### src/rtl/vx_fifo_pop_stage.sv
// Drains a FIFO head into a registered valid/ready stream through a 2-entry skid buffer; pop-to-valid latency 1 cycle.
// fifo_pop depends only on registered state, never on ready_out. Optional stall counter: VX_POP_STAGE_PERF_EN.
module vx_fifo_pop_stage #(
  parameter int DATAW  = 1,
  parameter int PERF_W = 32
) (
  input  logic              clk,
  input  logic              reset,
  input  logic              fifo_empty,
  input  logic [DATAW-1:0]  fifo_data,
  output logic              fifo_pop,
  input  logic              flush,
  output logic              valid_out,
  input  logic              ready_out,
  output logic [DATAW-1:0]  data_out,
`ifdef VX_POP_STAGE_PERF_EN
  output logic [PERF_W-1:0] stall_cnt,
`endif
  output logic [1:0]        count
);

  typedef enum logic [1:0] {
    S_EMPTY = 2'd0,
    S_ONE   = 2'd1,
    S_TWO   = 2'd2
  } state_t;

  state_t           r_state;
  state_t           w_state_nxt;
  logic [DATAW-1:0] r_head;
  logic [DATAW-1:0] r_spare;
  logic             w_fire;
  logic             w_ld_head;
  logic             w_head_from_spare;
  logic             w_ld_spare;

  assign fifo_pop  = !fifo_empty && (r_state != S_TWO) && !flush && reset;
  assign valid_out = (r_state != S_EMPTY);
  assign w_fire    = valid_out && ready_out;
  assign data_out  = r_head;
  assign count     = r_state;

  always_comb begin
    w_state_nxt       = r_state;
    w_ld_head         = 1'b0;
    w_head_from_spare = 1'b0;
    w_ld_spare        = 1'b0;
    if (flush) begin
      w_state_nxt = S_EMPTY;
    end else begin
      case (r_state)
        S_EMPTY: begin
          if (fifo_pop) begin
            w_state_nxt = S_ONE;
            w_ld_head   = 1'b1;
          end
        end
        S_ONE: begin
          if (fifo_pop && w_fire) begin
            w_ld_head = 1'b1;
          end else if (fifo_pop) begin
            w_state_nxt = S_TWO;
            w_ld_spare  = 1'b1;
          end else if (w_fire) begin
            w_state_nxt = S_EMPTY;
          end
        end
        S_TWO: begin
          // The spare always holds the older-than-FIFO item, so it moves up on a fire.
          if (w_fire) begin
            w_state_nxt       = S_ONE;
            w_ld_head         = 1'b1;
            w_head_from_spare = 1'b1;
          end
        end
        default: w_state_nxt = S_EMPTY;
      endcase
    end
  end

  always_ff @(posedge clk) begin
    if (!reset) begin
      r_state <= S_EMPTY;
      r_head  <= '0;
      r_spare <= '0;
    end else begin
      r_state <= w_state_nxt;
      if (w_ld_head) begin
        r_head <= w_head_from_spare ? r_spare : fifo_data;
      end
      if (w_ld_spare) begin
        r_spare <= fifo_data;
      end
      assert (!(fifo_pop && fifo_empty));
      assert (count <= 2'd2);
      assert (PERF_W > 0);
    end
  end

`ifdef VX_POP_STAGE_PERF_EN
  logic [PERF_W-1:0] r_stall_cnt;

  // Survives flush on purpose: it measures consumer back-pressure, not buffer contents.
  always_ff @(posedge clk) begin
    if (!reset) begin
      r_stall_cnt <= '0;
    end else if (valid_out && !ready_out) begin
      r_stall_cnt <= r_stall_cnt + PERF_W'(1);
    end
  end

  assign stall_cnt = r_stall_cnt;
`endif

endmodule

### config.mk
export PLATFORM = sky130hd
export DESIGN_NAME = vx_fifo_pop_stage
export DESIGN_NICKNAME = d
export VERILOG_FILES = /design/src/rtl/vx_fifo_pop_stage.sv
export SDC_FILE = /design/constraint.sdc
export NUM_CORES = 1
export LEC_CHECK = 0
export ABC_CLOCK_PERIOD_IN_PS = 2100
export CAP_MARGIN = 20
export CORE_AREA = 2 2 39 41
export DETAILED_ROUTE_END_ITERATION = 6
export DIE_AREA = 0 0 41 43
export HOLD_SLACK_MARGIN = 0.06
export PLACE_DENSITY = 0.55
export SYNTH_ARGS = -nofsm -noshare
export SYNTH_HDL_FRONTEND = slang
export SYNTH_SLANG_ARGS = --single-unit
### constraint.sdc
create_clock -name clk -period 2.1 [get_ports clk]
set_clock_uncertainty 0.1 [all_clocks]
set_input_delay 0.21 -clock clk [delete_from_list [all_inputs] [get_ports clk]]
set_output_delay 0.21 -clock clk [all_outputs]
set_load 0.02 [all_outputs]
# Word-level counts from Yosys, hierarchy flattened
# Index checks and enable logic that the tools add are counted.
# classes
n_mux,17
bitwise_logic,1
n_eq_ne,7
n_reduce_logical,11
# op_table
operator,n
$mux W1,10
$mux W2,5
$ne A2 B2 Y1 const B,4
$pmux W2 S3,1
$logic_and A1 B1 Y1,5
$reduce_and A4 Y1,1
$ne A3 B3 Y1 const B,1
$pmux W1 S3,1
$eq A2 B1 Y1 const B,1
$eq A2 B2 Y1 const B,1
$logic_not A1 Y1,2
$logic_not A2 Y1,1
$reduce_bool A2 Y1,1
$reduce_or A2 Y1,1
$not A1 Y1,1
# totals
output_inout_bits,5
regBits,4
inputBits,6

# Depth between registers and ports, before layout
# logic_depth
word_depth,8
depth_mapped,3

# Worst setup path before layout
# OpenSTA, ideal clock, no wires.
# synth_timing
kind,register to output
startpoint,"reg r_state[0], in the netlist count[0]"
endpoint,out fifo_pop
stages_incl_launch_ff,3
path_slack_ns,0.669
required_time_ns,1.790
arrival_ns,1.121
path_cell_list,dfxtp_1 > nor2b_1 > nor3_1
# synth_via
elab_chain_cells,4
# synth_lines
element,line,text
"start, declared",28,state_t r_state;
"start signal, assigned",87,r_state <= w_state_nxt;
$ne A2 B2 Y1,37,assign fifo_pop = !fifo_empty && (r_state != S_TWO) && !flush && reset;
$logic_and A1 B1 Y1 (3 in a row),37,
"end, declared",11,"output logic fifo_pop,"
# Every way passes these cells.

# Worst setup path after layout
# layout_timing
startpoint,in reset
endpoint,out fifo_pop
# layout_via
elab_chain_cells,1
# layout_lines
element,line,text
"start, declared",8,"input logic reset,"
$logic_and A1 B1 Y1,37,
# Every way passes these cells.

==> impl_metrics.tcl <==
set metrics [dict create \
    outcome "completed" \
    ys_ff_latch 4 \
    cts_setup_buffers 0 \
    cts_tree "yes" \
    num-fill-cells 156 \
    syn_avg_cell_area_um2 8.80 \
    p_sw_share_pct 23.0 \
    clk_pin_slew_ps 30 \
    die_area_um2 1760 \
    place_ws_ps 176 \
    cp_data_required_time_ps 1790 \
    drt_iter0_markers 4 \
    cts-root-buf "clkbuf_4" \
    cp_max_fo 5 \
    drc 0 \
    worst_slack_ps 196 \
    period_needed_ps 1900 \
    h-tree-depth 1 \
    peakVddDrop_v 0.000217 \
    synth_area_leaders "dfxtp_1 (30%), a21oi_1 (5.7%), nand2b_4 (5.2%)" \
    dieHeight_um 43 \
    async_reset_ff_share_pct 0 \
    dp_cells 57 \
    ios 11 \
    setup_viol 0 \
    seq_area_frac_synth_pct 30.3 \
    endpoint_kind "output pin" \
    synth.cell_area_um2 264 \
    startpoint_type "input pin" \
    stdcell_count 60 \
    antenna_found_initial 0 \
    grt_max_degree 10 \
    firstDrtPassIters 4 \
    synth.most_common_cell "dfxtp_1" \
    worst_pin_slew_ps 278 \
    worst_hold_slack_ps 370 \
    cp.arrival_ps 1590 \
    wl_um 602 \
    syn_to_final_growth_pct 56.9 \
    die_w_um 41 \
    power_frac_comb_pct 20.9 \
    p_seq_share_pct 37.3 \
    synthCells 30 \
    maxSlewViolCount 0 \
    synth_top_flop_cell "dfxtp_1" \
    min_path_type "flip-flop to flip-flop" \
    p_int_mw 0.169 \
    worstSetupPathType "input pin to output pin" \
    synth_common_cells "dfxtp_1 (4), a21oi_1 (3)" \
    core_area_um2 1380 \
    clock-sinks 4 \
    relSlewSlack_pct 81.2 \
    viasPerCell 4.53 \
    clk_latency_ps 230 \
    final_nets 52 \
    wl_per_cell_um 10.0 \
    hold_depth 2 \
    ys_types 21 \
    ant_nets 0 \
    clkPwrFrac_pct 41.8 \
    synth_top_area_share_pct 30.3 \
    ys_warn_count 0 \
    final_util_pct 29.9 \
    p_leak_nw 0.157 \
    routabilityCongestion 0.698 \
    grtUsageTotal_pct 8.63 \
    multi_input_area_um2 176 \
    start_util_pct 19.1 \
    fin_crit_sh_pct 90.7 \
    diodes 0 \
    ctsResizeCount 0 \
    synth.largest_area_cell "dfxtp_1" \
    numPortBuffers 10 \
    syn-num-nets 36 \
    cts_buffers 3 \
    setup-tns-final_ps 0 \
    reg2reg_depth 3 \
    grt.overflow.total 0 \
    rows 14 \
    hpwlAfterDp_um 469 \
    grt_pass1_wl_mm 1.01 \
    hold_viol_final 0 \
    drive_above_1_share_pct 18.2 \
    rsz0062_at_grt "no" \
    powerDensity_nw_per_um2 529 \
    hold_buffers 0 \
    switchingPower_mw 0.0504 \
    regArea_um2 80.1 \
    grt_pass1_vias 272 \
    clk_path_buf_depth 2 \
    maxCapViolCount 0 \
    synth_edf_count 0 \
    fmax_ghz 0.525 \
    vias 272 \
]
==> sequential cells by signal (all words and copies together), names as in the netlist <==
signal	flops
data_out	1
r_spare	1
count	2
==> placed cells by master (no fill, tap or decap) <==
cell	synthesis	final
a211oi_1	1	1
a21o_1	1	1
a21oi_1	3	3
a311oi_1	1	1
a31o_1	1	1
and2_2	1	1
and4bb_2	1	1
buf_4	0	1
clkbuf_4	0	3
clkdlybuf4s50_1	0	10
dfxtp_1	4	4
inv_1	2	2
mux2i_1	1	1
nand2b_1	1	1
nand2b_2	1	1
nand2b_4	1	1
nand3b_1	1	1
nor2_1	2	2
nor2b_1	2	2
nor3_1	2	2
o21bai_1	1	1
o41ai_1	1	1
or2_1	1	1
or4b_1	1	1
==> final cells by class <==
cell class / instances / area share (%)
clock buffers: 3 / 5.44
inverters: 2 / 1.81
multi-input cells: 24 / 42.6
flip-flops and latches: 4 / 19.3
well taps: 16 / 4.83
repair buffers: 11 / 26.0
==> final timing paths <==
check / start / end / slack (ps)
max: reset / fifo_pop / 200
min: r_spare / r_spare / 370
max reg2reg: count[1] / r_spare / 760
min reg2reg: r_spare / r_spare / 370
==> stage by stage <==
step / total power, mW / area, um2
3_3_place_gp: 0.129 / 392
5_1_grt: 0.231 / 414
4_1_cts: 0.227 / 414
2_1_floorplan: 0.104 / 264
6_report: 0.219 / 414
3_5_place_dp: 0.129 / 392
==> metal layers <==
| layer | track usage, % | share of wire (%) |
|---|---|---|
| met5 | 0 | 0 |
| met4 | 8.00 | 0 |
| met3 | 1.57 | 5.6 |
| met2 | 13.1 | 50 |
| met1 | 9.29 | 44 |
==> critical path, stage by stage <==
cell and delay [ps]:
clkdlybuf4s50_1 540, nand2b_4 80, nor3_1 130, clkdlybuf4s50_1 630
==> power by group through the flow <==
| stage | Clock, mW | Combinational, mW | Sequential (mW) |
|---|---|---|---|
| global route | 0.0992 | 0.0501 | 0.0820 |
| global placement | 0 | 0.0464 | 0.0829 |
| detailed placement | 0 | 0.0461 | 0.0829 |
| finish | 0.0915 | 0.0458 | 0.0817 |
| CTS | 0.0990 | 0.0464 | 0.0817 |
| floorplan | 0 | 0.0186 | 0.0851 |
==> logic make-up (layout without fill, tap and decap cells) <==
family | after synthesis | in the layout | share of synthesized area (%)
muxes | 1 | 1 | 3.79
buffers and inverters | 2 | 16 | 2.84
DFF | 4 | 4 | 30.3
AOI/OAI and AO/OA | 9 | 9 | 24.2
and+or+nand+nor | 14 | 14 | 38.9
(Power assumes the default switching activity.)
